--- src/rtl/axis_i2s_rx_ctrl.sv ---
// axis_i2s_rx_ctrl: I2S receiver with warm-up discard and an AXIS frame FIFO.
// Ports: aclk/resetn, cfg_* control, status_* out, m_axis_* stream, mclk/lrck/sclk/sdin pins.
module axis_i2s_rx_ctrl #(
  parameter int FIFO_DEPTH = 4,
  parameter int OVF_W      = 16
) (
  input  logic             aclk,
  input  logic             resetn,
  input  logic             cfg_enable,
  input  logic [1:0]       cfg_rate,
  input  logic [7:0]       cfg_discard,
  output logic [1:0]       status_state,
  output logic [OVF_W-1:0] status_ovf_cnt,
  output logic [63:0]      m_axis_tdata,
  output logic             m_axis_tvalid,
  input  logic             m_axis_tready,
  output logic             m_axis_tlast,
  output logic             mclk,
  output logic             lrck,
  output logic             sclk,
  input  logic             sdin
);

  typedef enum logic [1:0] {
    ST_IDLE = 2'd0,
    ST_WARM = 2'd1,
    ST_RUN  = 2'd2,
    ST_STOP = 2'd3
  } state_t;

  localparam int AW = (FIFO_DEPTH > 1) ? $clog2(FIFO_DEPTH) : 1;
  localparam logic [AW:0] FULL_C = (AW+1)'(FIFO_DEPTH);

  state_t           state;
  logic [8:0]       cnt;
  logic [1:0]       rate_q;
  logic [7:0]       disc;
  logic [23:0]      l_sr;
  logic [23:0]      r_sr;
  logic [63:0]      mem [FIFO_DEPTH];
  logic [AW-1:0]    wr_ptr;
  logic [AW-1:0]    rd_ptr;
  logic [AW:0]      count;
  logic [OVF_W-1:0] ovf;

  logic       wrap;
  logic       sclk_c;
  logic       lrck_c;
  logic       rise;
  logic [5:0] slot;
  logic [8:0] cnt_nxt;
  logic       push_req;
  logic       pop;
  logic       full;
  logic       push_ok;
  logic [63:0] word;

  // Rate decode: frame length, bit clock tap and slot index
  // all come from the same free-running counter.
  always_comb begin
    wrap   = 1'b0;
    sclk_c = 1'b0;
    lrck_c = 1'b0;
    rise   = 1'b0;
    slot   = '0;
    unique case (rate_q)
      2'd0: begin
        wrap   = (cnt == 9'd511);
        lrck_c = cnt[8];
        sclk_c = cnt[2];
        rise   = (cnt[2:0] == 3'b100);
        slot   = cnt[8:3];
      end
      2'd2: begin
        wrap   = (cnt == 9'd127);
        lrck_c = cnt[6];
        sclk_c = cnt[0];
        rise   = cnt[0];
        slot   = cnt[6:1];
      end
      default: begin
        wrap   = (cnt == 9'd255);
        lrck_c = cnt[7];
        sclk_c = cnt[1];
        rise   = (cnt[1:0] == 2'b10);
        slot   = cnt[7:2];
      end
    endcase
  end

  assign cnt_nxt  = wrap ? '0 : cnt + 9'd1;
  assign word     = {l_sr, 8'd0, r_sr, 8'd0};
  assign push_req = wrap && ((state == ST_RUN) || (state == ST_STOP));
  assign pop      = m_axis_tvalid && m_axis_tready;
  assign full     = (count == FULL_C);
  // A full FIFO still accepts the frame if a beat leaves this cycle.
  assign push_ok  = push_req && (!full || pop);

  // Sequencer and frame counter.
  always_ff @(posedge aclk or negedge resetn) begin
    if (!resetn) begin
      state  <= ST_IDLE;
      cnt    <= '0;
      rate_q <= 2'd0;
      disc   <= '0;
    end else begin
      unique case (state)
        ST_IDLE: begin
          cnt <= '0;
          if (cfg_enable) begin
            unique case (1'b1)
              cfg_rate == 2'd0: rate_q <= 2'd0;
              cfg_rate == 2'd2: rate_q <= 2'd2;
              default:          rate_q <= 2'd1;
            endcase
            disc  <= cfg_discard;
            state <= (cfg_discard == 8'd0) ? ST_RUN : ST_WARM;
          end
        end
        ST_WARM: begin
          if (!cfg_enable) begin
            state <= ST_IDLE;
            cnt   <= '0;
          end else begin
            cnt <= cnt_nxt;
            if (wrap) begin
              disc <= disc - 8'd1;
              if (disc <= 8'd1) state <= ST_RUN;
            end
          end
        end
        ST_RUN: begin
          cnt <= cnt_nxt;
          if (!cfg_enable) state <= ST_STOP;
        end
        ST_STOP: begin
          cnt <= cnt_nxt;
          if (wrap) state <= ST_IDLE;
        end
      endcase
    end
  end

  // Deserialiser: one-bit I2S delay puts the MSB in slot 1 / 33.
  always_ff @(posedge aclk or negedge resetn) begin
    if (!resetn) begin
      l_sr <= '0;
      r_sr <= '0;
    end else if (rise) begin
      if (slot >= 6'd1 && slot <= 6'd24)
        l_sr <= {l_sr[22:0], sdin};
      if (slot >= 6'd33 && slot <= 6'd56)
        r_sr <= {r_sr[22:0], sdin};
    end
  end

  // Output frame FIFO with saturating overflow count.
  always_ff @(posedge aclk or negedge resetn) begin
    if (!resetn) begin
      wr_ptr <= '0;
      rd_ptr <= '0;
      count  <= '0;
      ovf    <= '0;
      for (int i = 0; i < FIFO_DEPTH; i++)
        mem[i] <= '0;
    end else begin
      if (push_ok) begin
        mem[wr_ptr] <= word;
        wr_ptr      <= wr_ptr + AW'(1);
      end
      if (pop)
        rd_ptr <= rd_ptr + AW'(1);
      case ({push_ok, pop})
        2'b10:   count <= count + (AW+1)'(1);
        2'b01:   count <= count - (AW+1)'(1);
        default: count <= count;
      endcase
      if (push_req && !push_ok && (ovf != '1))
        ovf <= ovf + OVF_W'(1);
    end
  end

  assign status_state   = state;
  assign status_ovf_cnt = ovf;
  assign m_axis_tvalid  = (count != '0);
  assign m_axis_tlast   = m_axis_tvalid;
  assign m_axis_tdata   = mem[rd_ptr];
  assign mclk           = aclk;
  assign lrck           = lrck_c;
  assign sclk           = sclk_c;

endmodule

--- config.mk ---
export PLATFORM = sky130hd
export DESIGN_NAME = axis_i2s_rx_ctrl
export DESIGN_NICKNAME = d
export VERILOG_FILES = /design/src/rtl/axis_i2s_rx_ctrl.sv
export SDC_FILE = /design/constraint.sdc
export NUM_CORES = 1
export LEC_CHECK = 0
export BUFFER_PORTS_ARGS = -buffer_cell sky130_fd_sc_hd__buf_2
export CAP_MARGIN = 15
export CORE_MARGIN = 8
export CORE_UTILIZATION = 53
export CTS_BUF_LIST = sky130_fd_sc_hd__clkbuf_8 sky130_fd_sc_hd__clkbuf_16
export CTS_CLUSTER_DIAMETER = 200
export DETAILED_ROUTE_END_ITERATION = 7
export PLACE_DENSITY = 0.74
export SYNTH_ARGS = -nofsm -noshare
export SYNTH_HDL_FRONTEND = slang
export SYNTH_SLANG_ARGS = --single-unit
--- constraint.sdc ---
create_clock -name aclk -period 2.8 [get_ports aclk]
set_clock_uncertainty 0.05 [all_clocks]
set_input_delay 0.14 -clock aclk [delete_from_list [all_inputs] [get_ports aclk]]
set_output_delay 0.14 -clock aclk [all_outputs]
set_load 0.02 [all_outputs]
==> impl_table.tex, run 1 <==
\begin{tabular}{lr}
\hline
Metric & Value \\
\hline
\multicolumn{2}{l}{\textbf{Place}} \\
\quad Number of port buffers & 85 \\
\quad Placer Congestion & 0.785 \\
\quad Placed wire-length estimate after detailed placement & 15,100 um \\
\multicolumn{2}{l}{\textbf{Layout}} \\
\quad Most used cells in the layout excluding fill and tap cells & 282 x sky130\_fd\_sc\_hd\_\_dfrtp\_1, 181 x sky130\_fd\_sc\_hd\_\_mux2\_2, 84 x sky130\_fd\_sc\_hd\_\_buf\_2 \\
\quad Sequential standard cell area & 0.00711 sq mm \\
\quad FILL cells & 1,779 \\
\quad Synthesis-to-layout area growth & 16.0\% \\
\quad Area used by multi-input combinational logic & 0.00524 sq mm \\
\quad Number of antenna repair diodes & 0 \\
\quad Number of nets at the end of the flow & 992 \\
\quad Ratio of cells with drive above 1 in the final layout & 0.414 \\
\quad Most common cell after layout, fill and taps aside & sky130\_fd\_sc\_hd\_\_dfrtp\_1 \\
\multicolumn{2}{l}{\textbf{Clocking}} \\
\quad Clk slew on worst S/H paths & 0.06 ns \\
\quad Clock latency reported for the late side of the worst-skew pair & 0.66 ns \\
\quad Clock tree from TritonCTS & yes \\
\quad Quantity of gates resized following cts & 0 \\
\multicolumn{2}{l}{\textbf{Run}} \\
\quad Maximum Capacitance Violations & 0 \\
\multicolumn{2}{l}{\textbf{Detailed routing}} \\
\quad Via-per-instance ratio & 5.52 \\
\quad Vias & 7,206 \\
\quad Total Wirelength & 24,300 um \\
\quad ANT nets after route & 0 \\
\quad Initial DRT Pass Iterations & 4 \\
\quad Detailed-route wire length per cell & 18.6 um \\
\quad Number of remaining DRC errors & 0 \\
\quad Number of design-rule violations left by the first detailed-router iteration & 406 \\
\multicolumn{2}{l}{\textbf{Timing}} \\
\quad Number of setup violations in the final report & 0 \\
\quad Final-report hold violation count & 0 \\
\quad Smallest hold slack & 0.0367 ns \\
\quad RSZ-0062 raised after global routing & no \\
\quad Final worst-path cycle share & 0.901 \\
\quad Worst max-slew margin expressed relative to the limit & 0.493 \\
\quad Slew of the pin with the lowest slew margin & 0.760 ns \\
\quad Highest Clock Rate & 397 MHz \\
\quad Post-layout min period & 2.52 ns \\
\quad Number of pins exceeding their max-slew limit in the final report & 0 \\
\quad Total negative slack & 0 ns \\
\multicolumn{2}{l}{\textbf{Die}} \\
\quad Number of rows created at floorplan & 56 \\
\quad Core area & 0.0235 sq mm \\
\quad Full die area & 0.0293 sq mm \\
\quad Initial standard-cell utilization of the core & 0.541 \\
\quad Die H & 171 um \\
\quad Horiz. Die Dim & 171 um \\
\quad I/O pin count & 102 \\
\multicolumn{2}{l}{\textbf{Yosys}} \\
\quad \#FFs+latches synth & 284 \\
\quad Mean Syn Cell Area & 14.9 sq um \\
\quad Number of standard cells after synthesis & 854 \\
\quad Leading register cell type out of synthesis & sky130\_fd\_sc\_hd\_\_dfrtp\_1 \\
\quad Asr flop ratio synth & 1.00 \\
\quad Post-synthesis cell area & 0.0127 sq mm \\
\quad Synth Warn \# & 0 \\
\quad Post-synth EDFFs & 0 \\
\quad Distinct cells, synth & 53 \\
\quad Post-synthesis sequential area ratio & 0.558 \\
\multicolumn{2}{l}{\textbf{Power}} \\
\quad Worst-case vdd ir drop & 0.580 mV \\
\quad Leakage power summed over all cells & 7.39 nW \\
\quad Power per cell area & 623 mW/mm\^{}2 \\
\multicolumn{2}{l}{\textbf{GRT}} \\
\quad Vias in the first global route & 7,948 \\
\quad Global route total overflow & 0 \\
\quad GRT Resource Usage Total & 0.175 \\
\quad Number of antenna violations at the first check in global routing & 0 \\
\quad First-pass GRT wire length & 41,300 um \\
\quad Pin count of the biggest net entering global routing & 91 \\
\multicolumn{2}{l}{\textbf{Setup path}} \\
\quad Worst Path Arrival & 2.33 ns \\
\quad Kind of capture point of the worst setup path & output port \\
\quad Critical Path RT & 2.61 ns \\
\quad Maximum fanout encountered on the critical timing path & 13 \\
\quad Critical path startpoint category & flop \\
\quad Type of the worst setup path & reg2out \\
\multicolumn{2}{l}{\textbf{Min path}} \\
\quad Hold Crit Class & in2async \\
\multicolumn{2}{l}{\textbf{Outcome}} \\
\quad Run status & complete, no violations \\
\hline
\end{tabular}
==> flip-flops by register name, indices dropped and copies added, names as in the netlist <==
name            flops
status_state        2
count               3
r_sr               24
rate_q              2
status_ovf_cnt     16
rd_ptr              2
l_sr               24
disc                8
mem               192
cnt                 9
wr_ptr              2
==> what timing repair did <==
item,4_1_cts,5_1_grt
endpoints found under the setup margin,0,10
endpoints found under the hold margin,199,0
hold buffers,15,0
buffers inserted,0,1
==> layer usage <==
metal / track usage / part of all wire / wire (um) / up-vias
met5: 0 / 0 / 0 / -
met4: 0.0495 / 0.019 / 468 / 0
met3: 0.0323 / 0.039 / 943 / 29
met2: 0.284 / 0.48 / 11600 / 124
met1: 0.238 / 0.46 / 11200 / 3741
li1: - / - / - / 3312
==> final cells by class <==
class,count,share of cell area
repair buffers,125,0.0618
clock inverters,17,0.0106
well taps,319,0.0270
inverters,13,0.00330
multi-input cells,507,0.354
clock buffers,41,0.0619
flip-flops and latches,284,0.481
==> kinds of logic (layout without fill, tap and decap cells) <==
logic type	count (synthesis)	after routing	synth area share
and+or+nand+nor	111	111	0.0509
DFF	284	284	0.558
AOI/OAI and AO/OA	46	46	0.0219
muxes	292	292	0.300
xor gates and xnor gates	29	29	0.0199
buffers and inverters	78	196	0.0359
adders and majority gates	13	13	0.0133
other	1	16	0.000294
==> synthesized netlist by cell type (2+ instances only) <==
cell type | instances | area share
sky130_fd_sc_hd__nand2_1 | 14 | 0.0041
sky130_fd_sc_hd__mux2i_1 | 2 | 0.0016
sky130_fd_sc_hd__nor2_1 | 26 | 0.0077
sky130_fd_sc_hd__or4_1 | 2 | 0.0012
sky130_fd_sc_hd__nor4_1 | 4 | 0.0020
sky130_fd_sc_hd__nor2b_1 | 4 | 0.0020
sky130_fd_sc_hd__clkbuf_1 | 22 | 0.0065
sky130_fd_sc_hd__o22ai_1 | 2 | 0.00098
sky130_fd_sc_hd__and3_1 | 5 | 0.0025
sky130_fd_sc_hd__buf_1 | 6 | 0.0018
sky130_fd_sc_hd__nor3_1 | 8 | 0.0031
sky130_fd_sc_hd__xnor2_1 | 20 | 0.014
sky130_fd_sc_hd__ha_1 | 12 | 0.012
sky130_fd_sc_hd__mux2_2 | 181 | 0.16
sky130_fd_sc_hd__nor3b_1 | 2 | 0.0012
sky130_fd_sc_hd__a21oi_1 | 12 | 0.0047
sky130_fd_sc_hd__nand2b_1 | 5 | 0.0025
sky130_fd_sc_hd__mux4_2 | 48 | 0.085
sky130_fd_sc_hd__a22o_1 | 2 | 0.0014
sky130_fd_sc_hd__xor2_1 | 9 | 0.0062
sky130_fd_sc_hd__dfrtp_1 | 284 | 0.56
sky130_fd_sc_hd__a32oi_1 | 2 | 0.0014
sky130_fd_sc_hd__nor4_4 | 2 | 0.0033
sky130_fd_sc_hd__nand4_1 | 9 | 0.0044
sky130_fd_sc_hd__o21ai_0 | 17 | 0.0067
sky130_fd_sc_hd__mux2_1 | 61 | 0.054
sky130_fd_sc_hd__nand3b_1 | 2 | 0.0012
sky130_fd_sc_hd__buf_2 | 6 | 0.0024
sky130_fd_sc_hd__nand2_2 | 5 | 0.0025
sky130_fd_sc_hd__buf_6 | 11 | 0.0097
sky130_fd_sc_hd__inv_1 | 13 | 0.0038
sky130_fd_sc_hd__a211oi_1 | 3 | 0.0018
sky130_fd_sc_hd__and2_1 | 3 | 0.0015
sky130_fd_sc_hd__buf_4 | 20 | 0.012
sky130_fd_sc_hd__nand3_1 | 12 | 0.0047
==> worst paths after layout <==
| kind | startpoint | cells after the start | end | slack [ns] |
|---|---|---|---|---|
| min in group aclk | cfg_rate[1] | 4 | rate_q[1]$_DFFE_PN0P_ | 0.22 |
| worst min register to register | status_ovf_cnt[4]$_DFFE_PN0P_ | 1 | status_ovf_cnt[4]$_DFFE_PN0P_ | 0.43 |
| worst max register to register | cnt[0]$_DFF_PN0_ | 9 | mem[180]$_DFFE_PN0P_ | 0.34 |
| worst min-delay path | resetn | 2 | mem[46]$_DFFE_PN0P_ | 0.04 |
| max in group asynchronous | resetn | 3 | mem[211]$_DFFE_PN0P_ | 1.84 |
| worst max-delay path | rd_ptr[0]$_DFFE_PN0P_ | 3 | m_axis_tdata[13] | 0.28 |
==> power breakdown <==
part | total, mW | leakage, nW | internal [mW] | switching (mW)
Clock | 4.15 | 0.550 | 2.49 | 1.66
Sequential | 4.42 | 3.93 | 4.24 | 0.176
Combinational | 0.638 | 2.91 | 0.285 | 0.353
==> worst max-delay path, cell delays in order, from the launching register on <==
cell	delay [ns]
sky130_fd_sc_hd__dfrtp_4	0.63
sky130_fd_sc_hd__buf_4	0.31
sky130_fd_sc_hd__mux4_2	0.55
sky130_fd_sc_hd__buf_2	0.18
==> metrics by stage <==
| stage | cell area [sq um] | cells | util | worst slack (ns) | power, mW |
|---|---|---|---|---|---|
| 3_3_place_gp | 13500 | 1233 | 0.575 | 0.368 | 5.14 |
| 4_1_cts | 14800 | 1305 | 0.627 | 0.0109 | 9.34 |
| 6_report | 14800 | 1306 | 0.628 | 0.278 | 9.21 |
| 5_1_grt | 14800 | 1306 | 0.628 | 0.152 | 9.63 |
| 2_1_floorplan | 12800 | 869 | - | 0.0243 | 4.93 |
| 3_5_place_dp | 13500 | 1233 | 0.575 | 0.320 | 5.16 |
Note: power is estimated with default switching activity, not from simulation.
==> run 2: changes to the inputs <==
--- a/config.mk
+++ b/config.mk
@@ -5,6 +5,7 @@
 export SDC_FILE = /design/constraint.sdc
 export NUM_CORES = 1
 export LEC_CHECK = 0
+export ABC_AREA = 1
 export BUFFER_PORTS_ARGS = -buffer_cell sky130_fd_sc_hd__buf_2
 export CAP_MARGIN = 15
 export CORE_MARGIN = 8
==> constraint.sdc (replaced) <==
create_clock -name aclk -period 2.8 [get_ports aclk]
set_clock_uncertainty 0.05 [all_clocks]
set_input_delay 0.56 -clock aclk [delete_from_list [all_inputs] [get_ports aclk]]
set_output_delay 0.56 -clock aclk [all_outputs]
set_load 0.02 [all_outputs]
==> run 2 against run 1 <==
Against the previous run:
- hold slack improved by 0.030 ns
- maximum frequency decreased by 8.7%
- highest routed layer is now met5
- largest cell class unchanged
- area after synthesis increased by 8.5%
==> impl_table.tex, run 2 <==
\begin{tabular}{lr}
\hline
Metric & Value \\
\hline
\multicolumn{2}{l}{\textbf{Outcome}} \\
\quad Run status & complete, no violations \\
\multicolumn{2}{l}{\textbf{Layout}} \\
\quad Flip-flop count of the largest register, all copies and words added & 192 \\
\quad Largest reg by FF count & mem \\
\quad Most used cells in the layout excluding fill and tap cells & 586 x sky130\_fd\_sc\_hd\_\_nand2\_1, 282 x sky130\_fd\_sc\_hd\_\_dfrtp\_1, 180 x sky130\_fd\_sc\_hd\_\_o21ai\_0 \\
\quad Synthesis-to-layout area growth & 14.8\% \\
\quad Number of nets at the end of the flow & 1,808 \\
\quad Area used by multi-input combinational logic & 0.00585 sq mm \\
\quad Sequential standard cell area & 0.00711 sq mm \\
\quad FILL cells & 2,241 \\
\quad Most common cell after layout, fill and taps aside & sky130\_fd\_sc\_hd\_\_nand2\_1 \\
\quad Ratio of cells with drive above 1 in the final layout & 0.114 \\
\quad Largest regs & mem x192, l\_sr x24, r\_sr x24 \\
\quad Number of antenna repair diodes & 0 \\
\quad Post-layout utilization of the core & 0.615 \\
\multicolumn{2}{l}{\textbf{Die}} \\
\quad Initial standard-cell utilization of the core & 0.535 \\
\quad Horiz. Die Dim & 178 um \\
\quad I/O pin count & 102 \\
\quad Core area & 0.0258 sq mm \\
\quad Die H & 178 um \\
\quad Number of rows created at floorplan & 59 \\
\quad Full die area & 0.0315 sq mm \\
\multicolumn{2}{l}{\textbf{Timing}} \\
\quad RSZ-0062 raised after global routing & yes \\
\quad Slew of the pin with the lowest slew margin & 0.596 ns \\
\quad Final worst-path cycle share & 0.986 \\
\quad Highest Clock Rate & 362 MHz \\
\quad Post-layout min period & 2.76 ns \\
\quad Worst max-slew margin expressed relative to the limit & 0.598 \\
\quad Number of setup violations in the final report & 0 \\
\quad Final-report hold violation count & 0 \\
\quad Number of pins exceeding their max-slew limit in the final report & 0 \\
\multicolumn{2}{l}{\textbf{Setup path}} \\
\quad Worst Path Arrival & 2.15 ns \\
\quad Critical path buffer and inverter count & 3 \\
\quad Library cell contributing the largest single delay on the critical path & sky130\_fd\_sc\_hd\_\_dfrtp\_4 \\
\quad Critical path startpoint category & flop \\
\quad Critical Path RT & 2.19 ns \\
\quad Worst stage delay on the critical path & 0.55 ns \\
\quad Chain of cells forming the critical path & inv\_6 > buf\_12 > o21ai\_0 > o22ai\_1 > buf\_2 \\
\quad Kind of capture point of the worst setup path & output port \\
\quad Type of the worst setup path & reg2out \\
\quad Family with the most delay on the worst path & buffers and inverters \\
\quad Maximum fanout encountered on the critical timing path & 29 \\
\multicolumn{2}{l}{\textbf{GRT}} \\
\quad Vias in the first global route & 12.1k \\
\quad Pin count of the biggest net entering global routing & 148 \\
\quad First-pass GRT wire length & 62,200 um \\
\quad Number of antenna violations at the first check in global routing & 1 \\
\quad Global route total overflow & 0 \\
\quad GRT Resource Usage Total & 0.239 \\
\multicolumn{2}{l}{\textbf{Yosys}} \\
\quad Biggest area contributors in the synthesized netlist & sky130\_fd\_sc\_hd\_\_dfrtp\_1 51\%, sky130\_fd\_sc\_hd\_\_nand2\_1 16\%, sky130\_fd\_sc\_hd\_\_o21ai\_0 6.5\%, sky130\_fd\_sc\_hd\_\_o21ai\_1 4.7\%, sky130\_fd\_sc\_hd\_\_nor2\_1 4.1\% \\
\quad Distinct cells, synth & 35 \\
\quad Mean Syn Cell Area & 8.00 sq um \\
\quad \#FFs+latches synth & 284 \\
\quad Asr flop ratio synth & 1.00 \\
\quad Number of standard cells after synthesis & 1,729 \\
\quad Synth Warn \# & 0 \\
\quad Cell types with the highest counts after synthesis & 587 x sky130\_fd\_sc\_hd\_\_nand2\_1, 284 x sky130\_fd\_sc\_hd\_\_dfrtp\_1, 180 x sky130\_fd\_sc\_hd\_\_o21ai\_0, 152 x sky130\_fd\_sc\_hd\_\_nor2\_1, 130 x sky130\_fd\_sc\_hd\_\_o21ai\_1 \\
\quad Post-synthesis sequential area ratio & 0.514 \\
\quad Share of the synthesized area in the top cell type & 0.514 \\
\quad Most common cell in the synthesized netlist & sky130\_fd\_sc\_hd\_\_nand2\_1 \\
\quad Leading register cell type out of synthesis & sky130\_fd\_sc\_hd\_\_dfrtp\_1 \\
\quad Post-synth top area cell & sky130\_fd\_sc\_hd\_\_dfrtp\_1 \\
\quad Post-synthesis cell area & 0.0138 sq mm \\
\quad Post-synth EDFFs & 0 \\
\multicolumn{2}{l}{\textbf{Clocking}} \\
\quad Clock tree from TritonCTS & yes \\
\quad Clock latency reported for the late side of the worst-skew pair & 0.66 ns \\
\quad Clk slew on worst S/H paths & 0.06 ns \\
\multicolumn{2}{l}{\textbf{Run}} \\
\quad Maximum Capacitance Violations & 0 \\
\multicolumn{2}{l}{\textbf{Power}} \\
\quad Worst-case vdd ir drop & 0.725 mV \\
\quad Leakage power summed over all cells & 8.47 nW \\
\quad Power, Total & 13.9 mW \\
\quad Power per cell area & 878 mW/mm\^{}2 \\
\multicolumn{2}{l}{\textbf{Detailed routing}} \\
\quad ANT nets after route & 0 \\
\quad Total Wirelength & 38,100 um \\
\quad Number of remaining DRC errors & 0 \\
\quad Vias & 12.2k \\
\quad Initial DRT Pass Iterations & 7 \\
\quad Detailed-route wire length per cell & 17.8 um \\
\quad Via-per-instance ratio & 5.72 \\
\quad Number of design-rule violations left by the first detailed-router iteration & 1,109 \\
\multicolumn{2}{l}{\textbf{Place}} \\
\quad Number of port buffers & 85 \\
\quad Placer Congestion & 0.893 \\
\quad Placed wire-length estimate after detailed placement & 21,400 um \\
\multicolumn{2}{l}{\textbf{Min path}} \\
\quad Hold Crit Class & in2reg \\
\hline
\end{tabular}
[run 2: cell count changes after synthesis, moves of 15 or more]
cell	change
sky130_fd_sc_hd__buf_6	+15
sky130_fd_sc_hd__clkbuf_1	+43
sky130_fd_sc_hd__inv_1	+39
sky130_fd_sc_hd__mux2_1	-61
sky130_fd_sc_hd__mux2_2	-181
sky130_fd_sc_hd__mux4_2	-48
sky130_fd_sc_hd__nand2_1	+573
sky130_fd_sc_hd__nand4_1	+55
sky130_fd_sc_hd__nor2_1	+126
sky130_fd_sc_hd__o21ai_0	+163
sky130_fd_sc_hd__o21ai_1	+130
sky130_fd_sc_hd__o22ai_1	+46
sky130_fd_sc_hd__xnor2_1	-17
[run 2: final timing paths]
check	start	to	slack (ns)	cells past startpoint
setup / recovery	rd_ptr[0]$_DFFE_PN0P_	m_axis_tdata[52]	0.04	5
hold / removal	cfg_rate[1]	rate_q[1]$_DFFE_PN0P_	0.07	3
setup reg to reg	rate_q[1]$_DFFE_PN0P_	mem[238]$_DFFE_PN0P_	0.21	13
hold reg to reg	mem[180]$_DFFE_PN0P_	mem[180]$_DFFE_PN0P_	0.42	2
max in group asynchronous	resetn	mem[125]$_DFFE_PN0P_	1.46	3
min in group asynchronous	resetn	mem[217]$_DFFE_PN0P_	0.38	2
[run 2: area by class of cell]
class,count,area share
inverters,56,0.0136
multi-input cells,1273,0.369
repair buffers,130,0.0687
clock buffers,41,0.0591
clock inverters,18,0.0159
flip-flops and latches,284,0.448
well taps,335,0.0264
[run 2: logic make-up after synthesis]
logic type,after synthesis,share of synthesized area
DFF,284,0.514
AOI/OAI and AO/OA,375,0.141
and+or+nand+nor,855,0.253
buffers and inverters,187,0.0710
other,1,0.000271
adders and majority gates,13,0.0123
xor gates and xnor gates,14,0.00886
[run 2: routing by layer]
layer  wire [um]  global-route usage  vias to the layer above
met1       15800               0.319                     5907
met3        3040              0.0402                       72
li1            -                   -                     5760
met5          12                   0                        -
met2       18400               0.396                      487
met4         903              0.0729                        2
[run 2: what timing repair did]
item,in CTS,in global routing
pin swaps,0,3
buffers inserted,1,0
resized for setup,9,17
cloned,1,3
setup endpoints to repair,37,95
hold endpoints to repair,62,0
hold buffers,1,0
[run 2: through the flow]
stage | hold WS, ns | cells | TNS [ns] | instance area, sq um | setup WS (ns)
after floorplan | 0.214 | 1744 | 0 | 13900 | 0.116
after global placement | 0.406 | 2073 | 0 | 14500 | 0.242
after detailed placement | 0.413 | 2073 | 0 | 14500 | 0.145
after CTS | 0.0525 | 2134 | 0 | 15800 | 0.0306
after global routing | 0.0715 | 2137 | -0.0557 | 15900 | -0.0351
final | 0.0670 | 2137 | 0 | 15900 | 0.0390
[run 2: worst reg2reg max path, stage by stage, from the launching register on]
cell and delay, ns:
sky130_fd_sc_hd__dfrtp_1 0.46, sky130_fd_sc_hd__nor2_4 0.18, sky130_fd_sc_hd__ha_1 0.26, sky130_fd_sc_hd__inv_1 0.08, sky130_fd_sc_hd__nand3_1 0.12, sky130_fd_sc_hd__nor2_4 0.14, sky130_fd_sc_hd__inv_2 0.05, sky130_fd_sc_hd__nor2_2 0.12
sky130_fd_sc_hd__nand2_4 0.12, sky130_fd_sc_hd__buf_16 0.24, sky130_fd_sc_hd__nor2_4 0.29, sky130_fd_sc_hd__clkbuf_16 0.26, sky130_fd_sc_hd__nand2_1 0.07, sky130_fd_sc_hd__nand2_1 0.08
[run 2: where the power goes]
part	leakage (nW)	internal (mW)	total, mW	switching, mW
Sequential	3.92	4.29	4.55	0.254
Clock	0.600	2.91	4.65	1.73
Combinational	3.96	1.49	4.75	3.26
